**src/rtl/wb_slave_mux_if.sv**
```systemverilog
// Bus bundle for wb_slave_mux: upstream pipelined-Wishbone master signals,
// the shared/per-slave fan-out towards the slaves and the error statistics.
// The "slave" modport is the mux's own view; "master" is the environment view.
interface wb_slave_mux_if #(
  parameter int SLAVES = 2
);
  logic [31:0]          m_addr_i;
  logic [31:0]          m_data_i;
  logic [3:0]           m_sel_i;
  logic                 m_we_i;
  logic                 m_stb_i;
  logic                 m_cyc_i;
  logic [31:0]          m_data_o;
  logic                 m_ack_o;
  logic                 m_err_o;
  logic                 m_stall_o;
  logic [31:0]          s_addr_o;
  logic [31:0]          s_data_o;
  logic [3:0]           s_sel_o;
  logic                 s_we_o;
  logic [SLAVES-1:0]    s_stb_o;
  logic [SLAVES*32-1:0] s_data_i;
  logic [SLAVES-1:0]    s_ack_i;
  logic [SLAVES-1:0]    s_stall_i;
  logic [15:0]          err_count_o;

  modport slave (
    input  m_addr_i, m_data_i, m_sel_i, m_we_i, m_stb_i, m_cyc_i,
    output m_data_o, m_ack_o, m_err_o, m_stall_o,
    output s_addr_o, s_data_o, s_sel_o, s_we_o, s_stb_o,
    input  s_data_i, s_ack_i, s_stall_i,
    output err_count_o
  );

  modport master (
    output m_addr_i, m_data_i, m_sel_i, m_we_i, m_stb_i, m_cyc_i,
    input  m_data_o, m_ack_o, m_err_o, m_stall_o,
    input  s_addr_o, s_data_o, s_sel_o, s_we_o, s_stb_o,
    output s_data_i, s_ack_i, s_stall_i,
    input  err_count_o
  );
endinterface

```
**src/rtl/wb_slave_mux.sv**
```systemverilog
// wb_slave_mux: N-way pipelined-Wishbone slave selector.
// Decodes m_addr_i[SEL_HI:SEL_LO] to a slave, keeps an ordered tracker of
// in-flight requests (all to one slave at a time), routes the head slave's
// ack/data back with zero latency and answers unmapped or hung requests with err.
// Optional macro WB_MUX_STATS_EN enables the saturating error counter on
// err_count_o; without it err_count_o is tied to zero.
module wb_slave_mux #(
  parameter int SLAVES      = 2,
  parameter int SEL_HI      = 31,
  parameter int SEL_LO      = 31,
  parameter int OUTSTANDING = 4,
  parameter int TIMEOUT     = 255
) (
  input logic           clk_i,
  input logic           rst_i,
  wb_slave_mux_if.slave bus
);
  localparam int SEL_W = SEL_HI - SEL_LO + 1;
  localparam int PTR_W = $clog2(OUTSTANDING);
  localparam int CNT_W = PTR_W + 1;

  logic [SEL_W-1:0]  w_idx;
  logic              w_mapped;
  logic              w_empty;
  logic              w_full;
  logic              w_block;
  logic              w_reqStall;
  logic              w_stall;
  logic              w_accept;
  logic [SLAVES-1:0] w_stb;
  logic              w_headMapped;
  logic [SEL_W-1:0]  w_headIdx;
  logic              w_headValid;
  logic              w_headAck;
  logic [31:0]       w_headData;
  logic              w_ack;
  logic              w_err;
  logic              w_pop;

  logic [CNT_W-1:0]  r_count;
  logic [PTR_W-1:0]  r_wrPtr;
  logic [PTR_W-1:0]  r_rdPtr;
  logic [SEL_W-1:0]  r_lastIdx;
  logic [15:0]       r_timer;
  logic              r_trkMapped [OUTSTANDING];
  logic [SEL_W-1:0]  r_trkIdx    [OUTSTANDING];

  assign w_idx        = bus.m_addr_i[SEL_HI:SEL_LO];
  assign w_mapped     = (32'(w_idx) < 32'(SLAVES));
  assign w_empty      = (r_count == '0);
  assign w_full       = (r_count == CNT_W'(OUTSTANDING));
  assign w_headMapped = r_trkMapped[r_rdPtr];
  assign w_headIdx    = r_trkIdx[r_rdPtr];

  // A new request must wait when the tracker is full, when it targets a
  // different slave than the ones still in flight, or when the cycle is dropped.
  assign w_block  = w_full | (~w_empty & (w_idx != r_lastIdx)) | ~bus.m_cyc_i;
  assign w_stall  = bus.m_stb_i & (w_block | (w_mapped & w_reqStall));
  assign w_accept = bus.m_stb_i & ~w_stall;

  // Select the addressed slave's stall and the head slave's ack/data, and build the strobe vector.
  always_comb begin
    w_reqStall = 1'b0;
    w_headAck  = 1'b0;
    w_headData = '0;
    w_stb      = '0;
    for (int k = 0; k < SLAVES; k++) begin
      if (w_idx == SEL_W'(k)) begin
        w_reqStall = bus.s_stall_i[k];
        w_stb[k]   = bus.m_stb_i & w_mapped & ~w_block;
      end
      if (w_headIdx == SEL_W'(k)) begin
        w_headAck  = bus.s_ack_i[k];
        w_headData = bus.s_data_i[32*k +: 32];
      end
    end
  end

  // Responses only exist for a live head entry; a dropped cycle or a reset silences them.
  // The timer counts completed waiting cycles of the head, so a mapped head gets
  // TIMEOUT cycles to ack and an unmapped head errors on its second head cycle.
  assign w_headValid = ~w_empty & bus.m_cyc_i & ~rst_i;
  assign w_ack       = w_headValid & w_headMapped & w_headAck;
  assign w_err       = w_headValid &
                       ((w_headMapped & ~w_headAck & (r_timer == 16'(TIMEOUT - 1))) |
                        (~w_headMapped & (r_timer != 16'd0)));
  assign w_pop       = w_ack | w_err;

  assign bus.m_ack_o   = w_ack;
  assign bus.m_err_o   = w_err;
  assign bus.m_stall_o = w_stall;
  assign bus.m_data_o  = (~w_empty & w_headMapped) ? w_headData : 32'h0;
  assign bus.s_addr_o  = bus.m_addr_i;
  assign bus.s_data_o  = bus.m_data_i;
  assign bus.s_sel_o   = bus.m_sel_i;
  assign bus.s_we_o    = bus.m_we_i;
  assign bus.s_stb_o   = w_stb;

  // Record the target of every accepted request at the tail of the tracker.
  always_ff @(posedge clk_i) begin
    if (w_accept) begin
      r_trkMapped[r_wrPtr] <= w_mapped;
      r_trkIdx[r_wrPtr]    <= w_idx;
    end
  end

  // Tracker occupancy, pointers, last target and head wait timer; a dropped cycle flushes everything.
  always_ff @(posedge clk_i) begin
    if (rst_i) begin
      r_count   <= '0;
      r_wrPtr   <= '0;
      r_rdPtr   <= '0;
      r_lastIdx <= '0;
      r_timer   <= '0;
    end else if (~bus.m_cyc_i) begin
      r_count <= '0;
      r_wrPtr <= '0;
      r_rdPtr <= '0;
      r_timer <= '0;
    end else begin
      if (w_accept) begin
        r_wrPtr   <= r_wrPtr + 1'b1;
        r_lastIdx <= w_idx;
      end
      if (w_pop) begin
        r_rdPtr <= r_rdPtr + 1'b1;
      end
      case ({w_accept, w_pop})
        2'b10:   r_count <= r_count + 1'b1;
        2'b01:   r_count <= r_count - 1'b1;
        default: r_count <= r_count;
      endcase
      if (w_pop | w_empty) begin
        r_timer <= '0;
      end else begin
        r_timer <= r_timer + 1'b1;
      end
    end
  end

`ifdef WB_MUX_STATS_EN
  logic [15:0] r_errCount;

  // Count error responses, holding at all-ones instead of wrapping.
  always_ff @(posedge clk_i) begin
    if (rst_i) begin
      r_errCount <= '0;
    end else if (w_err && (r_errCount != 16'hFFFF)) begin
      r_errCount <= r_errCount + 1'b1;
    end
  end

  assign bus.err_count_o = r_errCount;
`else
  assign bus.err_count_o = 16'h0000;
`endif
endmodule
```
**src/flat_wrapper.sv**
```systemverilog
// flat-port wrapper written by rule: the top's interface ports become plain ports
module wb_slave_mux_flat 
#(
  parameter int SLAVES      = 2,
  parameter int SEL_HI      = 31,
  parameter int SEL_LO      = 31,
  parameter int OUTSTANDING = 4,
  parameter int TIMEOUT     = 255
)
  (clk_i, rst_i, bus_m_addr_i, bus_m_data_i, bus_m_sel_i, bus_m_we_i, bus_m_stb_i, bus_m_cyc_i, bus_m_data_o, bus_m_ack_o, bus_m_err_o, bus_m_stall_o, bus_s_addr_o, bus_s_data_o, bus_s_sel_o, bus_s_we_o, bus_s_stb_o, bus_s_data_i, bus_s_ack_i, bus_s_stall_i, bus_err_count_o);
  wb_slave_mux_if #(.SLAVES(SLAVES)) bus_i ();
  input logic clk_i;
  input logic rst_i;
  input wire logic [$bits(bus_i.m_addr_i)-1:0] bus_m_addr_i;
  input wire logic [$bits(bus_i.m_data_i)-1:0] bus_m_data_i;
  input wire logic [$bits(bus_i.m_sel_i)-1:0] bus_m_sel_i;
  input wire logic [$bits(bus_i.m_we_i)-1:0] bus_m_we_i;
  input wire logic [$bits(bus_i.m_stb_i)-1:0] bus_m_stb_i;
  input wire logic [$bits(bus_i.m_cyc_i)-1:0] bus_m_cyc_i;
  output wire logic [$bits(bus_i.m_data_o)-1:0] bus_m_data_o;
  output wire logic [$bits(bus_i.m_ack_o)-1:0] bus_m_ack_o;
  output wire logic [$bits(bus_i.m_err_o)-1:0] bus_m_err_o;
  output wire logic [$bits(bus_i.m_stall_o)-1:0] bus_m_stall_o;
  output wire logic [$bits(bus_i.s_addr_o)-1:0] bus_s_addr_o;
  output wire logic [$bits(bus_i.s_data_o)-1:0] bus_s_data_o;
  output wire logic [$bits(bus_i.s_sel_o)-1:0] bus_s_sel_o;
  output wire logic [$bits(bus_i.s_we_o)-1:0] bus_s_we_o;
  output wire logic [$bits(bus_i.s_stb_o)-1:0] bus_s_stb_o;
  input wire logic [$bits(bus_i.s_data_i)-1:0] bus_s_data_i;
  input wire logic [$bits(bus_i.s_ack_i)-1:0] bus_s_ack_i;
  input wire logic [$bits(bus_i.s_stall_i)-1:0] bus_s_stall_i;
  output wire logic [$bits(bus_i.err_count_o)-1:0] bus_err_count_o;
  assign bus_i.m_addr_i = bus_m_addr_i;
  assign bus_i.m_data_i = bus_m_data_i;
  assign bus_i.m_sel_i = bus_m_sel_i;
  assign bus_i.m_we_i = bus_m_we_i;
  assign bus_i.m_stb_i = bus_m_stb_i;
  assign bus_i.m_cyc_i = bus_m_cyc_i;
  assign bus_m_data_o = bus_i.m_data_o;
  assign bus_m_ack_o = bus_i.m_ack_o;
  assign bus_m_err_o = bus_i.m_err_o;
  assign bus_m_stall_o = bus_i.m_stall_o;
  assign bus_s_addr_o = bus_i.s_addr_o;
  assign bus_s_data_o = bus_i.s_data_o;
  assign bus_s_sel_o = bus_i.s_sel_o;
  assign bus_s_we_o = bus_i.s_we_o;
  assign bus_s_stb_o = bus_i.s_stb_o;
  assign bus_i.s_data_i = bus_s_data_i;
  assign bus_i.s_ack_i = bus_s_ack_i;
  assign bus_i.s_stall_i = bus_s_stall_i;
  assign bus_err_count_o = bus_i.err_count_o;
  wb_slave_mux #(.SLAVES(SLAVES), .SEL_HI(SEL_HI), .SEL_LO(SEL_LO), .OUTSTANDING(OUTSTANDING), .TIMEOUT(TIMEOUT)) u_core (.clk_i(clk_i), .rst_i(rst_i), .bus(bus_i));
endmodule
```
**config.mk**
```make
export PLATFORM = sky130hd
export DESIGN_NAME = wb_slave_mux_flat
export DESIGN_NICKNAME = d
export VERILOG_FILES = /design/src/rtl/wb_slave_mux_if.sv /design/src/rtl/wb_slave_mux.sv /design/src/flat_wrapper.sv
export SDC_FILE = /design/constraint.sdc
export NUM_CORES = 1
export LEC_CHECK = 0
export ABC_AREA = 1
export CORE_ASPECT_RATIO = 0.75
export CORE_MARGIN = 4
export CORE_UTILIZATION = 31
export CTS_CLUSTER_DIAMETER = 40
export DETAILED_ROUTE_END_ITERATION = 7
export PLACE_DENSITY = 0.83
export REMOVE_ABC_BUFFERS = 1
export SYNTH_ARGS = -nofsm -noshare
export SYNTH_HDL_FRONTEND = slang
export SYNTH_SLANG_ARGS = --single-unit
export TNS_END_PERCENT = 5
```
**constraint.sdc**
```tcl
create_clock -name clk_i -period 2.5 [get_ports clk_i]
set_input_delay 0.375 -clock clk_i [delete_from_list [all_inputs] [get_ports clk_i]]
set_output_delay 0.375 -clock clk_i [all_outputs]
set_load 0.01 [all_outputs]
```
# Word-level counts from Yosys, hierarchy flattened
# Memories as Yosys holds them, arrays and structs flattened. A register that Yosys moved wholly into a read port is not among the register bits.
# Cells that the tools add are included.
dict set report totals {
  ff_bits 24
  latch_bits 0
  ramBits 4
  rom_bits 0
  in_bits 141
  mem_count 1
}
# memory depth width rd rd_ports_with_merged_regs write_ports line_no
set mem_list {}
lappend mem_list {u_core.r_trkIdx 4 1 1 1 1 wb_slave_mux.sv:46} ;# logic [SEL_W-1:0] r_trkIdx [OUTSTANDING];
dict set report classes {
  n_addsub 5
  n_mul 0
  div 0
  magnitude_cmp 0
  eq_ne 5
  shifts 0
  muxes 11
  n_bitwise 26
  n_reduce_logical 6
}
# operator n
set ops {}
lappend ops {{$mux 32} 2}
lappend ops {{$add 16x1->16 const B} 1}
lappend ops {{$eq 16x8->1 const B} 1}
lappend ops {{$reduce_bool 16->1} 1}
lappend ops {{$and 1x1->1} 10}
lappend ops {{$mux 1} 6}
lappend ops {{$not 1->1} 6}
lappend ops {{$or 1x1->1} 6}
lappend ops {{$pmux 3 s2} 1}
lappend ops {{$add 2x1->2 const B} 2}
lappend ops {{$mux 2} 2}
lappend ops {{$add 3x1->3 const B} 1}
lappend ops {{$eq 3x3->1 const B} 1}
lappend ops {{$logic_not 3->1} 1}
lappend ops {{$reduce_or 3->1} 1}
lappend ops {{$sub 3x1->3 const B} 1}
lappend ops {{$and 1x1->1 const B} 2}
lappend ops {{$eq 2x1->1 const B} 1}
lappend ops {{$eq 2x2->1 const B} 1}
lappend ops {{$reduce_and 2->1} 1}
lappend ops {{$reduce_bool 2->1} 1}
lappend ops {{$reduce_or 2->1} 1}
lappend ops {{$and 1x1->1 const A} 1}
lappend ops {{$ne 1x1->1} 1}
lappend ops {{$not 1->1 const A} 1}

# Logic depth before layout (Yosys ltp)
# Gate-level depths: netlist of the first run.
dict set report depth {
  word_depth 11
  depth_mapped 14
  ltp_nobuf 14
}

# Worst setup path before layout of the first run
# No wires, ideal clock.
dict set report synth_path {
  path_type {input port to flip-flop}
  startpoint {input port rst_i}
  endpoint {register u_core.r_count[2]}
  t_arrival_ns 1.902
  required_ns 2.378
  slack_ns 0.476
  path_stages 12
  path_buffers 0
  path_cell_list {inv_1 > nand2_1 > nor2_8 > nand3_4 > nand2_1 > ha_1 > inv_1 > fa_1 > a21oi_1 > o21ai_0 > o21ai_0 > a21oi_1}
}
dict set report synth_via {
  elab_chain_len 7
  elab_cells_between_ends 11
  classes_between {eq/ne (2); mux (1); bitwise (6); reduce/logical (2)}
}
# element line_no
set synth_lines {}
lappend synth_lines {{start: declaration} flat_wrapper.sv:13} ;# input logic rst_i;
lappend synth_lines {{$not 1->1 (*)} wb_slave_mux.sv:82} ;# assign w_headValid = ~w_empty & bus.m_cyc_i & ~rst_i;
lappend synth_lines {{$and 1x1->1 (*)} wb_slave_mux.sv:82}
lappend synth_lines {{$and 1x1->1 (2 in a row)} wb_slave_mux.sv:83} ;# assign w_ack = w_headValid & w_headMapped & w_headAck;
lappend synth_lines {{$or 1x1->1 (*)} wb_slave_mux.sv:87} ;# assign w_pop = w_ack | w_err;
lappend synth_lines {{via u_core.w_pop} wb_slave_mux.sv:38} ;# logic w_pop;
lappend synth_lines {{$eq 2x1->1 or $eq 2x2->1 (tied branches)} wb_slave_mux.sv:128} ;# case ({w_accept, w_pop})
lappend synth_lines {{$pmux 3 s2 or $reduce_bool 2->1 (tied branches)} n/a}
lappend synth_lines {{end signal: assignment} wb_slave_mux.sv:129} ;# 2'b10: r_count <= r_count + 1'b1;
lappend synth_lines {{end signal: assignment} wb_slave_mux.sv:130} ;# 2'b01: r_count <= r_count - 1'b1;
lappend synth_lines {{end signal: assignment} wb_slave_mux.sv:131} ;# default: r_count <= r_count;
lappend synth_lines {{end: declaration} wb_slave_mux.sv:40} ;# logic [CNT_W-1:0] r_count;
# Mark *: on every way through the listed nets, which the timed path passes. The rest lies on a longest branch.
# A chain may end at the register's enable or synchronous reset.

==> results of run 1 <==
[flip-flops by register name (all words and copies together) (netlist names), named ones only]
register	count
u_core.r_rdPtr	2
u_core.r_timer	16
u_core.r_trkIdx	4
u_core.r_lastIdx	1
u_core.r_count	3
u_core.r_wrPtr	2
[metrics by stage]
stage                      util  hold WS, ns  power [mW]  area, µm²  setup slack (ns)
final                     0.430        0.488        1.36       3690            0.0869
after global routing      0.430        0.514        1.42       3690           -0.0871
after CTS                 0.421        0.488        1.37       3600           0.00333
after detailed placement  0.404        0.477       0.799       3460           -0.0819
after global placement    0.404        0.455       0.793       3460           0.00147
after floorplan               -        0.441       0.609       2110             0.451
[what timing repair did]
item                                    in CTS  in global routing
pin swaps                                    0                  1
gates cloned                                 0                  0
gates resized for setup                      4                 31
endpoints found under the setup margin      10                 32
setup buffers                                0                  0
[cells by family after synthesis]
group | after synthesis | synth area share
AO/OA/AOI/OAI | 49 | 0.0909
AND/OR/NAND/NOR | 174 | 0.305
other | 1 | 0.00136
adder cells (fa/ha/maj) | 8 | 0.0391
flip-flops | 30 | 0.233
buffers and inverters | 128 | 0.299
XOR/XNOR | 10 | 0.0318
[synth_stat cells, types with 2 or more instances]
cell / instances / area share
inv_2: 3 / 0.0041
nand2_4: 2 / 0.0082
nand4_1: 6 / 0.014
nand3_1: 12 / 0.022
buf_4: 85 / 0.23
edfxtp_1: 4 / 0.044
ha_1: 7 / 0.032
nor2_1: 27 / 0.037
dfxtp_1: 26 / 0.19
xnor2_1: 3 / 0.0095
nor3_1: 2 / 0.0036
o21ai_0: 6 / 0.011
nand3_4: 3 / 0.019
nor2_8: 2 / 0.015
nor2_2: 12 / 0.027
nand2_1: 101 / 0.14
nand2_2: 3 / 0.0068
buf_2: 6 / 0.011
xor2_1: 7 / 0.022
nand3_2: 3 / 0.011
inv_1: 29 / 0.040
a21oi_1: 41 / 0.075
clkbuf_1: 3 / 0.0041
[per-layer routing]
metal  up-vias  wire [µm]  track usage
met5         -        138        0.138
met3        16       2250        0.216
met1      1173       4950        0.264
met4         6         69       0.0271
met2       166       5060        0.265
li1       1256          -            -
[worst max-delay path, cell delays in order, from the launching register on]
cell	delay, ns
dfxtp_1	0.32
inv_1	0.07
nand2_1	0.07
nand3_2	0.13
nand2_8	0.12
inv_1	0.11
buf_4	0.20
nand2_1	0.08
a21oi_1	0.12
clkdlybuf4s50_1	0.55
[report_power, final]
group	leakage [nW]	switching (mW)	internal, mW
sequential	0.246	0.00303	0.494
clock	0.0683	0.205	0.363
combinational	1.65	0.127	0.167
[cell type report]
cell class / instances / share of cell area
clock buffer: 6 / 0.0350
timing repair buffer: 125 / 0.351
multi-input combinational: 257 / 0.368
inverter: 33 / 0.0336
clock inverter: 2 / 0.00238
tap: 108 / 0.0367
sequential: 30 / 0.174
[cell usage in the layout (no fill, tap or decap), types with 2 or more instances in the layout]
cell,Yosys,layout
nand2_1,101,100
clkdlybuf4s50_1,0,80
a21oi_1,41,41
inv_1,29,29
dlymetal6s2s_1,0,28
nor2_1,27,27
dfxtp_1,26,26
conb_1,1,16
buf_4,85,13
nand3_1,12,12
nor2_2,12,12
xor2_1,7,7
ha_1,7,7
o21ai_0,6,6
nand4_1,6,6
clkbuf_16,0,5
nand2_2,3,4
edfxtp_1,4,4
nand3_2,3,3
inv_2,3,3
nand3_4,3,3
xnor2_1,3,3
nor2_8,2,2
clkinv_1,1,2
nor3_1,2,2
dlygate4sd2_1,0,2
[path summary, 6_finish.rpt]
| kind | to | slack, ns | cells past startpoint |
|---|---|---|---|
| max | bus_m_data_o[13] | 0.09 | 9 |
| max reg2reg | u_core.r_count[2] | 0.31 | 12 |
| min | u_core.r_timer[14] | 0.49 | 2 |
| min reg2reg | u_core.r_timer[14] | 0.49 | 2 |
==> flow_summary_export.csv, run 1 <==
group,metric,value,unit
synthesis,ys_ff_latch,30,
routing,dr.pass1.iters,4,
grt,grt_max_degree,33,
die,rows,29,
cts,cts_hold_buf,0,
cts,cts_buffer_depth,2,
grt,grt-ovfl-total,0,
timing,slew_violations,0,
synthesis,avgSynthCellArea,6.88,µm²
die,die_area,10500,µm²
final_layout,fill_cells,844,
die,die_y,89.6,µm
cts,clock-sinks,30,
synthesis,synthCells,400,
final_layout,area_delta_synth_final,33.9,%
worst_setup_path,critPathKind,"reg -> out",
synthesis,synth_top_flop_cell,"dfxtp_1",
run_status,status,"finished clean",
timing,rsz0062_at_grt,"yes",
die,coreArea,8560,µm²
die,ioPinCount,263,
final_layout,final_layout_size_suffix_gt1_frac,0.113,
cts,clockRootBuffer,"clkbuf_16",
final_layout,nets,601,
routing,drt_iter0_drc,95,
cts,clkLatencyLatePin,0.28,ns
synthesis,synth_seq_area_share,0.233,
timing,hold_viol,0,
grt,grt_pass1_wl,16300,µm
synthesis,synth_cell_types,30,
worst_setup_path,cp-start-kind,"flop",
die,initial_core_util,0.321,
place,dpl.hpwl,10000,µm
power_and_ir_drop,peakVddDrop,0.238,mV
grt,antenna_found_initial,0,
place,port_buffers,110,
worst_setup_path,worst-endpoint-arrival,2.04,ns
timing,fmax,414,MHz
final_layout,multi_input_area,1360,µm²
power_and_ir_drop,p_leak,1.97,nW
hold_path,min-delay-start,"u_core.r_timer[14]",
hold_path,hp-class,"reg -> reg",
final_layout,regArea,641,µm²
cts,clk_pin_slew,0.05,ns
routing,post_drt_wl_per_cell,22.2,µm
die,die-width,117,µm
cts,numCtsBuffers,5,
routing,num_vias,2617,
routing,wirelength,12500,µm
routing,drcViolationCount,0,
worst_setup_path,r2r_start,"u_core.r_timer[1]",
synthesis,synth_area,2750,µm²
worst_setup_path,critPathMaxFanout,17,
timing,period_needed,2.41,ns
place,placed_cells,553,
timing,finalClockSkew,0.00457,ns
routing,ant_nets,0,
power_and_ir_drop,power_density,369,nW/µm²
final_layout,antenna_cells,0,
synthesis,synthArstFlopShare,0,
worst_setup_path,endpoint_kind,"output pin",
grt,grt_use_total,0.218,
timing,finalSetupViolCount,0,
synthesis,synth_edf_count,4,
cts,cts_tree,"built",
timing,tns,0,ns
routing,vias_per_cell,4.66,
job,max-cap-violations,0,
cts,cts.htree.levels,2,
grt,grt_pass1_vias,2459,
place,place.gp.congestion,0.890,
synthesis,ys_warn_count,0,
timing,period_share,0.965,
final_layout,fin_cells,561,
worst_setup_path,required,2.12,ns
No activity file was read; power rests on OpenSTA's default activity.
==> run 2, diff against run 1 <==
- GPL_ROUTABILITY_DRIVEN: unset -> 0
==> results of run 2 <==
The final DEF is identical to that of run 1; final timing and power are the same.
==> run 3, diff against run 2 <==
- ABC_AREA: 1 -> unset
- CORE_UTILIZATION: 31 -> 30
- CTS_CLUSTER_DIAMETER: 40 -> unset
- PLACE_DENSITY: 0.83 -> 0.81
- SETUP_SLACK_MARGIN: unset -> 0.5
==> run 3 against run 2 <==
  * The run now ends with negative setup slack left
  * Synthesized cell count is 18% lower
  * First-iteration DRC count is 59% higher
  * Largest power group unchanged
  * Final cell count is 12% lower
  * Sequential share of layout area is 0.58 points higher
  * Design area is 3.1% lower
  * Via count is 2.4% lower
==> flow_summary_export.csv, run 3 <==
group,metric,value,unit
grt,grt_busiest_layer,"met2",
synthesis,yosysTopAreaCell,"buf_4",
place,dpl.hpwl,12800,µm
routing,drcViolationCount,0,
timing,period_needed,2.68,ns
synthesis,synth_edf_count,4,
final_layout,layout_common_cells,"clkdlybuf4s50_1 (71), nor2_1 (50), buf_2 (34), mux2i_1 (29), dfxtp_1 (25)",
job,max-cap-violations,0,
synthesis,synthTopCellsByArea,"buf_4 (24%), dfxtp_1 (19%), mux2i_1 (13%), nor2_1 (7.1%), edfxtp_1 (4.5%)",
hold_path,hold_end,"u_core.r_timer[0]",
final_layout,antenna_cells,0,
routing,num_vias,2555,
synthesis,synth_seq_area_share,0.239,
grt,grt_pass1_wl,19600,µm
final_layout,area_delta_synth_final,33.1,%
worst_setup_path,critPathKind,"reg -> reg",
worst_setup_path,r2r_end,"u_core.r_count[2]",
synthesis,synth_top_cells_by_count,"buf_4 (85), nor2_1 (51), mux2i_1 (34)",
cts,clockRootBuffer,"clkbuf_16",
timing,slew_violations,0,
timing,period_share,1.07,
final_layout,fill_cells,843,
run_status,violations,"negative setup slack",
power_and_ir_drop,p_leak,1.55,nW
die,die_area,10500,µm²
timing,hold_viol,0,
synthesis,avgSynthCellArea,8.16,µm²
timing,finalClockSkew,0.00271,ns
hold_path,min-delay-start,"u_core.r_timer[0]",
synthesis,synth_area,2690,µm²
routing,wirelength,14800,µm
cts,cts_buffer_depth,2,
worst_setup_path,r2r_cells,10,
timing,finalSetupViolCount,2,
die,coreArea,8600,µm²
final_layout,final_layout_size_suffix_gt1_frac,0.238,
cts,cts_setup_buffers,0,
worst_setup_path,required,2.71,ns
worst_setup_path,endpoint_kind,"flop",
power_and_ir_drop,power.internal,1.13,mW
timing,setup_slack,-0.178,ns
cts,cts_tree,"built",
cts,numCtsBuffers,5,
routing,drt_iter0_drc,151,
worst_setup_path,critPathMaxFanout,2,
die,die-width,117,µm
final_layout,top_register,"u_core.r_timer",
die,rows,29,
power_and_ir_drop,switching_share,0.225,
final_layout,top_regs,"u_core.r_timer (16), u_core.r_trkIdx (4), u_core.r_count (3)",
synthesis,synth_cell_types,43,
routing,vias_per_cell,5.16,
routing,ant_nets,0,
die,die_y,89.9,µm
final_layout,regArea,642,µm²
power_and_ir_drop,power_frac_clock,0.464,
grt,grt_max_degree,35,
grt,use_met3,0.292,
final_layout,nets,535,
timing,rsz0062_at_grt,"yes",
hold_path,hp-class,"reg -> reg",
power_and_ir_drop,comb_power_share,0.196,
synthesis,yosysMostFrequentCell,"buf_4",
routing,post_drt_wl_per_cell,29.9,µm
place,port_buffers,110,
power_and_ir_drop,peakVddDrop,0.298,mV
final_layout,multi_input_area,1480,µm²
synthesis,ys_warn_count,0,
grt,grt_pass1_vias,2559,
synthesis,synthArstFlopShare,0,
run_status,status,"complete, but fails checks",
power_and_ir_drop,power_density,408,nW/µm²
hold_path,hold_depth,1,
cts,clock-sinks,30,
place,place_ws,-0.197,ns
worst_setup_path,worst-endpoint-arrival,2.89,ns
final_layout,layout_commonest_cell,"clkdlybuf4s50_1",
synthesis,synth_top_area_share,0.238,
grt,antenna_found_initial,0,
cts,clkLatencyLatePin,0.27,ns
worst_setup_path,cp-start-kind,"flop",
die,initial_core_util,0.312,
power_and_ir_drop,netSwitchingPower,0.328,mW
grt,met1_usage,0.164,
power_and_ir_drop,seqPwrFrac,0.340,
synthesis,synthCells,329,
grt,grt_use_met2,0.490,
timing,tns,-0.203,ns
synthesis,ys_ff_latch,30,
grt,grt-ovfl-total,0,
cts,cts.htree.levels,2,
cts,clk_pin_slew,0.05,ns
timing,fmax,373,MHz
synthesis,synth_top_flop_cell,"dfxtp_1",
final_layout,largest_reg_flops,16,
die,ioPinCount,263,
routing,dr.pass1.iters,4,
worst_setup_path,r2r_start,"u_core.r_trkIdx[0]",
worst_setup_path,reg2reg_slack,-0.18,ns
grt,grt_use_total,0.271,
## run 3: cell count changes after synthesis, sizes merged, moves of 5 or more
cell | previous run | this run
clkbuf | 3 | 8
inv | 32 | 9
xor2 | 7 | 12
nand3 | 18 | 8
and3 | 0 | 7
nand2 | 106 | 7
a21oi | 41 | 10
mux2i | 0 | 35
nor2 | 41 | 51
## run 3: repair_timing
item,CTS,global route
endpoints found under the setup margin,41,58
hold endpoints to repair,0,0
resized for setup,160,16
pin swaps,16,25
hold buffers,0,0
## run 3: worst max-delay path, stage by stage (launching register included)
cell	delay (ns)
edfxtp_1	0.39
mux4_2	0.57
mux2i_4	0.24
nor2b_4	0.13
nor3_2	0.11
ha_2	0.20
inv_2	0.04
fa_2	0.33
xor2_1	0.15
or3_1	0.30
a21oi_1	0.13
## run 3: kinds of logic after synthesis
logic type               count (synthesis)  share of synthesized area
adder cells (fa/ha/maj)                  8                     0.0401
XOR/XNOR                                14                     0.0457
multiplexers                            37                      0.148
flip-flops                              30                      0.239
buffers and inverters                  108                      0.275
other                                    1                    0.00140
AND/OR/NAND/NOR                        105                      0.194
AO/OA/AOI/OAI                           26                     0.0573
## run 3: per-layer routing
metal	routed length, µm	part of all wire	up-vias
li1	-	-	1131
met1	3350	0.23	1128
met2	7540	0.51	266
met3	3300	0.22	28
met4	551	0.037	2
met5	52	0.0035	-
## run 3: worst max path at each step
stage                  startpoint                 to  slack (ns)  cells past startpoint
4_1_cts        u_core.r_trkIdx[2]  u_core.r_count[2]       -0.19                     10
3_5_place_dp                 flop  u_core.r_count[2]       -0.20                     10
2_1_floorplan   u_core.r_count[0]  u_core.r_count[2]       -1.08                      8
5_1_grt        u_core.r_trkIdx[1]  u_core.r_count[2]       -0.24                     10
6_report       u_core.r_trkIdx[0]  u_core.r_count[2]       -0.18                     10
3_3_place_gp                 flop  u_core.r_count[2]       -0.10                     10
## run 3: metrics by stage
step / power, mW / util / instances / instance area (µm²) / hold WS, ns
3_5_place_dp: 0.781 / 0.402 / 487 / 3460 / 0.469
2_1_floorplan: 0.597 / - / 245 / 2040 / 0.426
6_report: 1.46 / 0.416 / 495 / 3570 / 0.475
5_1_grt: 1.51 / 0.416 / 495 / 3570 / 0.502
4_1_cts: 1.46 / 0.411 / 495 / 3540 / 0.481
3_3_place_gp: 0.777 / 0.402 / 487 / 3460 / 0.437
## run 3: area by class of cell
type                            count  area share
Inverter                            9     0.00945
Clock buffer                        5      0.0350
Sequential cell                    30       0.180
Multi-Input combinational cell    206       0.413
Tap cell                          108      0.0378
Timing Repair Buffer              134       0.314
Clock inverter                      3      0.0112
## run 3: power groups by stage
stage / Combinational (mW) / Sequential [mW] / Clock, mW
finish: 0.286 / 0.495 / 0.676
global placement: 0.273 / 0.504 / 0
CTS: 0.277 / 0.494 / 0.689
global route: 0.306 / 0.494 / 0.705
detailed placement: 0.277 / 0.504 / 0
floorplan: 0.0936 / 0.503 / 0
